File: src/rtl/serial_add_sched.sv
// serial_add_sched: one 1-bit full-adder slice shared round-robin between two requesters, LSB first.
// Define SERIAL_ADD_OVF_EN to add the out_ovf signed-overflow output.
module serial_add_sched #(
    parameter int WIDTH = 8
) (
    input  logic             clk,
    input  logic             rst_n,
    input  logic [WIDTH-1:0] in0_a,
    input  logic [WIDTH-1:0] in0_b,
    input  logic             in0_cin,
    input  logic             in0_valid,
    output logic             in0_ready,
    input  logic [WIDTH-1:0] in1_a,
    input  logic [WIDTH-1:0] in1_b,
    input  logic             in1_cin,
    input  logic             in1_valid,
    output logic             in1_ready,
    output logic [WIDTH-1:0] out_sum,
    output logic             out_cout,
    output logic             out_id,
`ifdef SERIAL_ADD_OVF_EN
    output logic             out_ovf,
`endif
    output logic             out_valid,
    input  logic             out_ready
);

    localparam int IDX_W = $clog2(WIDTH);

    typedef enum logic [1:0] {IDLE, ADD, DONE} state_t;

    state_t           state;
    logic [WIDTH-1:0] a_sh;
    logic [WIDTH-1:0] b_sh;
    logic [WIDTH-1:0] sum_sh;
    logic             carry;
    logic [IDX_W-1:0] bit_idx;
    logic             op_id;
    logic             last_grant;

    logic             bit_sum;
    logic             bit_carry;
    logic             grant;
    logic             any_valid;
    logic             last_bit;

    assign in0_ready = (state == IDLE);
    assign in1_ready = (state == IDLE);

    // Shared slice works on the LSB of the shifting operand registers.
    always_comb begin
        bit_sum   = a_sh[0] ^ b_sh[0] ^ carry;
        bit_carry = (a_sh[0] & b_sh[0]) | (a_sh[0] & carry) | (b_sh[0] & carry);
        any_valid = in0_valid | in1_valid;
        grant     = (in0_valid && in1_valid) ? ~last_grant : in1_valid;
        last_bit  = (bit_idx == IDX_W'(WIDTH - 1));
    end

    always_ff @(posedge clk or negedge rst_n) begin
        if (!rst_n) begin
            state      <= IDLE;
            a_sh       <= '0;
            b_sh       <= '0;
            sum_sh     <= '0;
            carry      <= 1'b0;
            bit_idx    <= '0;
            op_id      <= 1'b0;
            last_grant <= 1'b1;
            out_sum    <= '0;
            out_cout   <= 1'b0;
            out_id     <= 1'b0;
            out_valid  <= 1'b0;
`ifdef SERIAL_ADD_OVF_EN
            out_ovf    <= 1'b0;
`endif
        end else begin
            case (state)
                IDLE: begin
                    if (any_valid) begin
                        a_sh       <= grant ? in1_a : in0_a;
                        b_sh       <= grant ? in1_b : in0_b;
                        carry      <= grant ? in1_cin : in0_cin;
                        op_id      <= grant;
                        last_grant <= grant;
                        bit_idx    <= '0;
                        state      <= ADD;
                    end
                end
                ADD: begin
                    a_sh    <= a_sh >> 1;
                    b_sh    <= b_sh >> 1;
                    sum_sh  <= {bit_sum, sum_sh[WIDTH-1:1]};
                    carry   <= bit_carry;
                    bit_idx <= bit_idx + 1'b1;
                    // Results are published straight from the final slice so DONE needs no extra cycle.
                    if (last_bit) begin
                        out_sum   <= {bit_sum, sum_sh[WIDTH-1:1]};
                        out_cout  <= bit_carry;
                        out_id    <= op_id;
                        out_valid <= 1'b1;
`ifdef SERIAL_ADD_OVF_EN
                        out_ovf   <= carry ^ bit_carry;
`endif
                        state     <= DONE;
                    end
                end
                DONE: begin
                    if (out_ready) begin
                        out_valid <= 1'b0;
                        state     <= IDLE;
                    end
                end
                default: state <= IDLE;
            endcase
        end
    end

endmodule

File: config.mk
export PLATFORM = sky130hd
export DESIGN_NAME = serial_add_sched
export DESIGN_NICKNAME = d
export VERILOG_FILES = /design/src/rtl/serial_add_sched.sv
export SDC_FILE = /design/constraint.sdc
export NUM_CORES = 1
export LEC_CHECK = 0
export CAP_MARGIN = 20
export CORE_ASPECT_RATIO = 0.75
export CORE_MARGIN = 2
export CORE_UTILIZATION = 52
export DETAILED_ROUTE_END_ITERATION = 12
export PLACE_DENSITY = 0.84
export SLEW_MARGIN = 0
export SYNTH_ARGS = -nofsm -noshare
export SYNTH_HDL_FRONTEND = slang
export SYNTH_SLANG_ARGS = --single-unit
File: constraint.sdc
create_clock -name clk -period 3 [get_ports clk]
set_clock_uncertainty 0.05 [all_clocks]
set_input_delay 0.45 -clock clk [delete_from_list [all_inputs] [get_ports clk]]
set_output_delay 0.45 -clock clk [all_outputs]
set_load 0.02 [all_outputs]
==> Word-level counts from Yosys, hierarchy flattened <==
Cells that the tools add are included.
W data, S select, Z words.
{ "totals": {"reg_bits": 43, "word_cells": 56, "output_inout_bits": 13} }
{ "classes": {"n_eq_ne": 6, "n_bitwise": 9, "n_reduce_logical": 9, "mux": 19, "n_addsub": 1} }
{ "op_table": {"columns": ["operator", "count"], "rows": [
  ["$mux W8", 4],
  ["$pmux W8 S2", 2],
  ["$mux W2", 3],
  ["$pmux W2 S3", 1],
  ["$pmux W3 S2", 1],
  ["$reduce_and A2 Y1", 3],
  ["$reduce_and A3 Y1", 2],
  ["$mux W1", 5],
  ["$ne A2 B2 Y1 const B", 2],
  ["$pmux W1 S2", 2],
  ["$reduce_bool A2 Y1", 2],
  ["$add A3 B1 Y3 const B", 1],
  ["$and A1 B1 Y1", 3],
  ["$eq A3 B3 Y1 const B", 1],
  ["$mux W3", 1],
  ["$or A1 B1 Y1", 3],
  ["$eq A2 B1 Y1 const B", 1],
  ["$eq A2 B2 Y1 const B", 1],
  ["$logic_not A2 Y1", 1],
  ["$ne A2 B1 Y1 const B", 1],
  ["$xor A1 B1 Y1", 2],
  ["$logic_and A1 B1 Y1", 1],
  ["$not A1 Y1", 1]
]} }

==> Longest topological paths before layout <==
Gate-level depths: netlist of run 1.
{ "depth": {"ltp_word": 5, "depth_mapped": 5} }

==> Least setup slack after synthesis of run 1 <==
Ideal clock, no wire load.
{ "synth_timing": {"path_kind": "flip-flop to output port", "from": "reg state[1]", "to": "out in1_ready", "setup_slack_ns": 1.359, "path_stages_with_launch": 3, "required_ns": 2.500, "path_buffers": 1, "t_arrival_ns": 1.141, "cell_sequence": "dfrtp_1 > nor2_1 > buf_4"} }
{ "synth_between": {"elab_chain_len": 1} }
{ "synth_rtl": {"columns": ["element", "line_no", "source"], "rows": [
  ["from (decl)", "32", "state_t state;"],
  ["from (signal assigned)", "61", "state <= IDLE;"],
  ["from (signal assigned)", "86", "state <= ADD;"],
  ["from (signal assigned)", "104", "state <= DONE;"],
  ["$logic_not A2 Y1", null, null],
  ["to (decl)", "17", "output logic in1_ready,"]
]} }
No other way between the ends.

==> Worst setup path in the final report of run 1 <==
{ "layout_timing": {"from": "reg state[1]", "to": "out in1_ready"} }
{ "layout_between": {"elab_chain_len": 1} }
{ "layout_rtl": {"columns": ["element", "line_no", "source"], "rows": [
  ["$logic_not A2 Y1", "48", "assign in1_ready = (state == IDLE);"]
]} }
No other way between the ends.

==> results.json, run 1 <==
{
  "first_pass_iters": 4,
  "drv_slew": 0,
  "syn_inst": 173,
  "ys_seq_elements": 42,
  "diodes": 0,
  "drtIter0Drc": 122,
  "power.switching_mw": 0.8973,
  "hp-class": "input port to asynchronous set/reset pin",
  "io_buffers": 51,
  "core_mm2": 0.003685,
  "clock_latency_ns": 0.30,
  "totalWireLength_mm": 4.319,
  "finalHoldViolations": 0,
  "drc": 0,
  "grt_max_degree": 43,
  "syn2layout_area_growth_pct": 29.81,
  "layout-drive-gt1-share": 0.1339,
  "hpwl_mm": 2.900,
  "grt_pass1_vias": 1535,
  "grt_overflow_total": 0,
  "antenna_found_initial": 0,
  "cts_hold_repair.buffers": 0,
  "ys_warn_count": 0,
  "combinationalPowerShare": 0.434,
  "swShare": 0.3737,
  "rows": 19,
  "io_pins": 52,
  "fp.dieArea_mm2": 0.004385,
  "worstSetupStartpointType": "flip-flop",
  "cts_resized": 0,
  "post_drt_via_cell_ratio": 5.511,
  "pwr-share-clk": 0.157,
  "die_w_um": 75.80,
  "cts_setup_buffers": 0,
  "synthesis.nets": 216,
  "initial_utilization": 0.5457,
  "p_per_area_mw_per_mm2": 920.0,
  "ys_seq_area_frac": 0.5233,
  "antenna_left": 0,
  "clock_sinks": 42,
  "rsz0062_at_grt": "no",
  "end_kind": "primary output",
  "post_synth_num_cell_types": 30,
  "totalPowerFinal_mw": 2.401,
  "cts.clk_slew.worst_paths_ns": 0.09,
  "track_usage": 0.2234,
  "cts_htree_levels": 2,
  "avgSynthCellArea_um2": 11.62,
  "detail_route.wl_per_cell_um": 15.65,
  "tritoncts": "done",
  "via_count": 1521,
  "period_share": 0.8373,
  "p_leak_nw": 1.199,
  "fin_nets": 266,
  "filler_cell_count": 272,
  "grt_pass1_wl_mm": 7.272,
  "fin_tns_setup_ns": 0,
  "seq_power_share": 0.409,
  "place_congestion": 0.7341,
  "cts.path.max_buffers": 2,
  "setup_viol": 0,
  "period_needed_ns": 2.512,
  "cp_max_fo": 16,
  "relSlewSlack": 0.3980,
  "criticalPathCategory": "flip-flop to primary output",
  "intPower_mw": 1.504,
  "cp.required_ns": 2.50,
  "ir_drop_v": 0.0005847,
  "die_y_um": 57.85,
  "cap_viol_max_count": 0,
  "status": "finished, final reports clean",
  "synth_area_mm2": 0.002011,
  "clock.fmax_ghz": 0.3981,
  "tightest_slew_ns": 0.9030,
  "cts-buffers-inserted": 5,
  "cp_data_arrival_time_ns": 2.01,
  "clockRootBuffer": "clkbuf_8"
}
==> cells by family after synthesis <==
group	after synthesis	share of synthesized area
simple gates	42	0.08961
flops	42	0.5233
compound gates	37	0.1307
mux	29	0.1674
buf+inv	19	0.06036
fa+ha+maj	4	0.02863
==> placed cells by master (no fill, tap or decap) <==
master and count:
clkdlybuf4s50_1 50, dfrtp_1 41, nand2_1 33, mux2i_1 19, o21ai_0 12, o221ai_1 12, mux2_4 9, inv_1 7
clkbuf_8 5, buf_4 4, nor2_1 3, o211ai_1 3, a21oi_1 3, ha_1 3, and2_1 2, a31o_2 2
o21ai_2 1, a21boi_2 1, nor3_1 1, nor2b_2 1, nand2_4 1, o31ai_1 1, or2b_1 1, a22o_1 1
a31oi_1 1, mux2_2 1, fa_1 1, inv_6 1, clkinv_4 1, clkinvlp_4 1, buf_2 1, dfstp_2 1
==> Yosys cell counts, drive strengths merged <==
| master | n | area, um^2 |
|---|---|---|
| a22o | 1 | 8.760 |
| o31ai | 1 | 7.510 |
| clkbuf | 2 | 7.510 |
| a31o | 2 | 17.52 |
| or2b | 1 | 7.510 |
| inv | 7 | 26.28 |
| dfrtp | 41 | 1026 |
| nor2b | 1 | 8.760 |
| dfstp | 1 | 26.28 |
| nand2 | 34 | 135.1 |
| mux2 | 10 | 146.4 |
| buf | 10 | 87.58 |
| a21oi | 3 | 15.01 |
| nor2 | 3 | 11.26 |
| fa | 1 | 20.02 |
| o21ai | 13 | 68.82 |
| a21boi | 1 | 11.26 |
| o211ai | 3 | 22.52 |
| a31oi | 1 | 6.260 |
| nor3 | 1 | 5.000 |
| ha | 3 | 37.54 |
| o221ai | 12 | 105.1 |
| mux2i | 19 | 190.2 |
| and2 | 2 | 12.51 |
==> final timing paths <==
path	cells after the start	from	to	slack, ns
setup / recovery	2	state[1]	in1_ready	0.49
hold / removal	1	rst_n	a_sh[7]	0.22
setup reg to reg	4	state[1]	bit_idx[2]	1.24
hold reg to reg	2	b_sh[6]	b_sh[5]	0.44
max in group asynchronous	1	rst_n	out_sum[0]	2.11
min in group clk	2	b_sh[6]	b_sh[5]	0.44
==> registers in the layout (all words and copies together) (netlist names), 2 cells and up <==
register	flops
a_sh	8
sum_sh	7
state	2
bit_idx	3
out_sum	8
b_sh	8
==> through the flow <==
| step | cell area [um^2] | instances | worst slack, ns | utilization | hold slack [ns] |
|---|---|---|---|---|---|
| after global placement | 2516 | 268 | 0.9466 | 0.6829 | 0.4133 |
| after detailed placement | 2516 | 268 | 0.8625 | 0.6829 | 0.4248 |
| after floorplan | 2011 | 173 | 1.359 | - | 0.1044 |
| final | 2610 | 276 | 0.4881 | 0.7083 | 0.2203 |
| after CTS | 2610 | 276 | 0.5196 | 0.7083 | 0.2548 |
| after global routing | 2610 | 276 | 0.4504 | 0.7083 | 0.2849 |
==> layer usage <==
metal	wire length (um)	GRT usage	up-vias
met5	0	0	-
met4	100	0.06767	0
met3	201	0.06957	11
met2	2127	0.3608	42
met1	1889	0.2890	754
li1	-	-	714
==> cell type report <==
type | count | area (um^2) | area share
Sequential cell | 42 | 1052 | 0.4032
Multi-Input combinational cell | 112 | 837.1 | 0.3207
Timing Repair Buffer | 55 | 535.5 | 0.2052
Clock buffer | 5 | 68.82 | 0.02637
Tap cell | 52 | 65.06 | 0.02493
Inverter | 7 | 26.28 | 0.01007
Clock inverter | 3 | 25.02 | 0.009588
==> power by group through the flow <==
| stage | Combinational, mW | Clock, mW | Sequential, mW |
|---|---|---|---|
| after floorplan | 0.668 | 0 | 1.02 |
| after global placement | 1.00 | 0 | 0.972 |
| after detailed placement | 1.03 | 0 | 0.987 |
| after CTS | 1.05 | 0.382 | 0.983 |
| after global routing | 1.14 | 0.412 | 1.01 |
| final | 1.04 | 0.378 | 0.983 |
==> worst max-delay path: stages, from the launching register on <==
cell,delay [ns]
dfrtp_1,0.57
nor2_1,0.45
clkdlybuf4s50_1,0.70
Power figures use the tool's default switching activity.
==> run 2, diff against run 1 <==
CORE_UTILIZATION = 48   (was 52)
PLACE_DENSITY = 0.79   (was 0.84)
clock period = 2.4 ns   (was 3 ns; I/O delays follow)
==> results.json, run 2 (same netlist as run 1, synthesis figures left out) <==
{
  "status": "finished, final reports clean",
  "fin_tns_setup_ns": 0,
  "clock.fmax_ghz": 0.4910,
  "cts_resized": 0,
  "ir_drop_v": 0.0005381,
  "crit_family": "buffers and inverters",
  "via_count": 1494,
  "layout-drive-gt1-share": 0.1316,
  "cts.path.max_buffers": 2,
  "drv_slew": 0,
  "die_y_um": 60.05,
  "r2r_cells": 4,
  "placed_cells": 274,
  "tritoncts": "done",
  "track_usage": 0.1950,
  "initial_utilization": 0.4991,
  "pre_cts_ws_ns": 0.3952,
  "core_mm2": 0.004029,
  "worstSetupStartpointType": "flip-flop",
  "cts_setup_buffers": 0,
  "cp.required_ns": 1.99,
  "p_per_area_mw_per_mm2": 1118,
  "drtIter0Drc": 66,
  "grt_overflow_total": 0,
  "finalNonFillerCells": 283,
  "r2r_slack_ns": 0.53,
  "cts.clk_slew.worst_paths_ns": 0.07,
  "worstPathCellList": "nor2_1, clkdlybuf4s50_1",
  "hpwl_mm": 2.817,
  "end_kind": "primary output",
  "die_w_um": 78.74,
  "diodes": 0,
  "io_pins": 52,
  "crit_slowest_cell": "clkdlybuf4s50_1",
  "detail_route.wl_per_cell_um": 14.36,
  "setup_viol": 0,
  "grt_pass1_wl_mm": 6.851,
  "fin_nets": 270,
  "min_from": "b_sh[4]",
  "totalPowerFinal_mw": 2.943,
  "criticalPathCategory": "flip-flop to primary output",
  "cts_hold_repair.buffers": 1,
  "rr_endpoint": "out_sum[2]",
  "period_share": 0.8486,
  "antenna_found_initial": 0,
  "totalWireLength_mm": 4.064,
  "antenna_left": 0,
  "layout.cells.most_common": "clkdlybuf4s50_1",
  "cts-buffers-inserted": 5,
  "clockRootBuffer": "clkbuf_8",
  "rsz0062_at_grt": "no",
  "path_buf_inv": 1,
  "layout_common_cells": "50 x clkdlybuf4s50_1, 41 x dfrtp_1, 33 x nand2_1, 19 x mux2i_1",
  "cp_data_arrival_time_ns": 1.63,
  "hold_depth": 2,
  "finalHoldViolations": 0,
  "hp-class": "flip-flop to flip-flop",
  "cts_htree_levels": 2,
  "grt_max_degree": 24,
  "filler_cell_count": 325,
  "grt_pass1_vias": 1490,
  "p_leak_nw": 1.213,
  "period_needed_ns": 2.037,
  "clock_sinks": 42,
  "fp.dieArea_mm2": 0.004728,
  "post_drt_via_cell_ratio": 5.279,
  "relSlewSlack": 0.5559,
  "r2r_start": "state[1]",
  "drc": 0,
  "io_buffers": 51,
  "largest_registers": "a_sh: 8 flops, b_sh: 8 flops, out_sum: 8 flops",
  "min_to": "b_sh[3]",
  "cap_viol_max_count": 0,
  "syn2layout_area_growth_pct": 30.93,
  "place_congestion": 0.8020,
  "fin_ws_ns": 0.3633,
  "max_stage_delay_ns": 0.64,
  "crit_start": "state[1]",
  "tightest_slew_ns": 0.6661,
  "clock_latency_ns": 0.29,
  "first_pass_iters": 4,
  "cp_max_fo": 9,
  "rows": 20
}
-- run 2: changes by cell type in the layout (fill, tap and decap cells not counted), sizes merged --
cell,delta
clkbuf,+3
dlygate4sd3,+1
clkinvlp,-1
clkinv,-1
inv,-1
buf,+3
-- run 2: worst max path at each step --
stage	depth (start not counted)	endpoint	slack, ns
5_1_grt	2	in1_ready	0.30
4_1_cts	2	in0_ready	0.33
6_report	2	in0_ready	0.36
3_3_place_gp	5	b_sh[5]	0.45
3_5_place_dp	5	a_sh[2]	0.40
2_1_floorplan	4	bit_idx[1]	0.79
-- run 2: worst reg2reg max path, stage by stage, from the launching register on --
cell and delay [ns]:
dfrtp_1 0.48, buf_4 0.21, nor2b_2 0.43, nand2_4 0.24, mux2_4 0.35
-- run 2: through the flow --
stage                     hold WS, ns  cell area [um^2]    util
final                          0.4228              2633  0.6534
after global routing           0.4705              2633  0.6534
after CTS                      0.4347              2633  0.6534
after detailed placement       0.3076              2542  0.6311
after global placement         0.3035              2542  0.6311
after floorplan               0.01441              2011       -
-- run 2: power by group --
group,internal (mW),switching (mW)
combinational,0.656,0.644
sequential,1.03,0.186
clock,0.207,0.225
total,1.89,1.05
-- run 2: layout make-up --
cell class                      count  area, um^2  share of cell area
Clock buffer                        8       80.08             0.03042
Inverter                            7       26.28            0.009981
Multi-Input combinational cell    112       837.1              0.3180
Sequential cell                    42        1052              0.3997
Tap cell                           55       68.82             0.02614
Timing Repair Buffer               59       568.0              0.2158
-- run 2: per-layer routing --
metal	up-vias	track usage	part of all wire
met5	-	0	0
met1	737	0.2569	0.48
met2	35	0.3150	0.46
met3	7	0.03625	0.038
li1	715	-	-
met4	0	0.09774	0.021
==> run 3, diff against run 2 <==
CORE_UTILIZATION = 44   (was 48)
PLACE_DENSITY = 0.76   (was 0.79)
clock period = 1.7 ns   (was 2.4 ns; I/O delays follow)
==> results.json, run 3 (same netlist as run 1, synthesis figures left out) <==
{
  "r2r_slack_ns": 0.15,
  "antenna_left": 0,
  "drv_slew": 0,
  "die_w_um": 82.06,
  "clockRootBuffer": "clkbuf_8",
  "io_pins": 52,
  "grt_pass1_wl_mm": 6.913,
  "max_stage_delay_ns": 0.62,
  "cp_data_arrival_time_ns": 1.29,
  "largest_registers": "a_sh: 8 flops, b_sh: 8 flops, out_sum: 8 flops",
  "cts.path.max_buffers": 2,
  "cts.clk_slew.worst_paths_ns": 0.08,
  "holdWs_ns": 0.4294,
  "totalPowerFinal_mw": 4.305,
  "fin_nets": 276,
  "cap_viol_max_count": 0,
  "end_kind": "primary output",
  "clock_sinks": 42,
  "relSlewSlack": 0.6538,
  "period_needed_ns": 1.597,
  "worstPathCellList": "clkdlybuf4s50_1",
  "post_dp_cell_area_mm2": 0.002603,
  "tritoncts": "done",
  "io_buffers": 51,
  "cts_setup_buffers": 0,
  "multiInputGateArea_um2": 837.1,
  "cp.required_ns": 1.39,
  "crit_family": "buffers and inverters",
  "ir_drop_v": 0.0007864,
  "worstSetupStartpointType": "flip-flop",
  "hold_depth": 2,
  "path_buf_inv": 1,
  "tightest_slew_ns": 0.5193,
  "hp-class": "flip-flop to flip-flop",
  "r2r_cells": 4,
  "place_congestion": 0.7629,
  "diodes": 0,
  "clock_latency_ns": 0.29,
  "fin_area_mm2": 0.002705,
  "grt_overflow_total": 0,
  "post_drt_via_cell_ratio": 5.086,
  "finalHoldViolations": 0,
  "core_mm2": 0.004441,
  "initial_utilization": 0.4528,
  "clock.fmax_ghz": 0.6262,
  "r2r_start": "bit_idx[0]",
  "syn2layout_area_growth_pct": 34.54,
  "first_pass_iters": 4,
  "drc": 0,
  "rows": 21,
  "hpwl_mm": 3.003,
  "criticalPathCategory": "flip-flop to primary output",
  "cp_max_fo": 3,
  "grt_max_degree": 43,
  "p_leak_nw": 1.262,
  "track_usage": 0.1774,
  "grt_pass1_vias": 1484,
  "rsz0062_at_grt": "no",
  "min_to": "a_sh[2]",
  "fp.dieArea_mm2": 0.005132,
  "period_share": 0.9394,
  "min_from": "a_sh[3]",
  "status": "finished, final reports clean",
  "p_per_area_mw_per_mm2": 1591,
  "via_count": 1480,
  "drtIter0Drc": 114,
  "fin_tns_setup_ns": 0,
  "rr_endpoint": "out_sum[1]",
  "detail_route.wl_per_cell_um": 14.05,
  "crit_slowest_cell": "clkdlybuf4s50_1",
  "cts-buffers-inserted": 5,
  "cts_htree_levels": 2,
  "antenna_found_initial": 0,
  "layout_common_cells": "48 x clkdlybuf4s50_1, 41 x dfrtp_1, 33 x nand2_1, 19 x mux2i_1",
  "layout.cells.most_common": "clkdlybuf4s50_1",
  "totalWireLength_mm": 4.088,
  "die_y_um": 62.55,
  "setup_viol": 0,
  "layout-drive-gt1-share": 0.1667,
  "regArea_mm2": 0.001052,
  "filler_cell_count": 361
}
run 3: cell count changes in the layout (fill, tap and decap cells not counted):
cell             change
clkbuf_8             +1
buf_4                +5
dlygate4sd2_1        +2
buf_12               +1
clkinvlp_4           +1
clkinv_2             +1
clkbuf_1             -3
clkdlybuf4s50_1      -2
run 3: worst reg2reg max path, stage by stage (launching register included):
cell	delay, ns
dfrtp_1	0.40
ha_1	0.22
ha_1	0.22
nand2_4	0.19
mux2_2	0.36
run 3: metal layers:
metal	GRT usage	wire, um
met4	0.05625	26
met3	0.03757	206
met5	0	0
met1	0.2500	2000
met2	0.2734	1855
run 3: metrics by stage:
step / worst slack, ns / cells / util
2_1_floorplan: 0.09405 / 173 / -
3_3_place_gp: -0.07095 / 282 / 0.5861
3_5_place_dp: -0.1312 / 282 / 0.5861
4_1_cts: 0.09750 / 291 / 0.6092
5_1_grt: 0.03209 / 291 / 0.6092
6_report: 0.1031 / 291 / 0.6092
run 3: where the power goes:
group | switching (mW) | internal [mW] | total (mW)
Combinational | 0.950 | 0.994 | 1.94
Clock | 0.340 | 0.326 | 0.667
Sequential | 0.247 | 1.45 | 1.69
Total | 1.54 | 2.77 | 4.30
run 3: what timing repair did:
action / 4_1_cts / 5_1_grt
endpoints found under the hold margin: 41 / 0
hold buffers: 1 / 0
endpoints found under the setup margin: 2 / 0
gates resized for setup: 2 / 0
run 3: area by class of cell:
cell class / instances / area share
sequential: 42 / 0.3890
multi-input combinational: 112 / 0.3094
timing repair buffer: 65 / 0.2303
clock buffer: 6 / 0.03053
tap: 57 / 0.02636
inverter: 7 / 0.009713
clock inverter: 2 / 0.004625
run 3: how the worst max path moves through the flow:
stage	to	cells after the start	start
2_1_floorplan	bit_idx[1]	4	state[1]
3_3_place_gp	b_sh[5]	5	in1_valid
3_5_place_dp	b_sh[5]	5	in1_valid
4_1_cts	in0_ready	2	state[1]
5_1_grt	in0_ready	2	state[1]
6_report	out_valid	1	out_valid
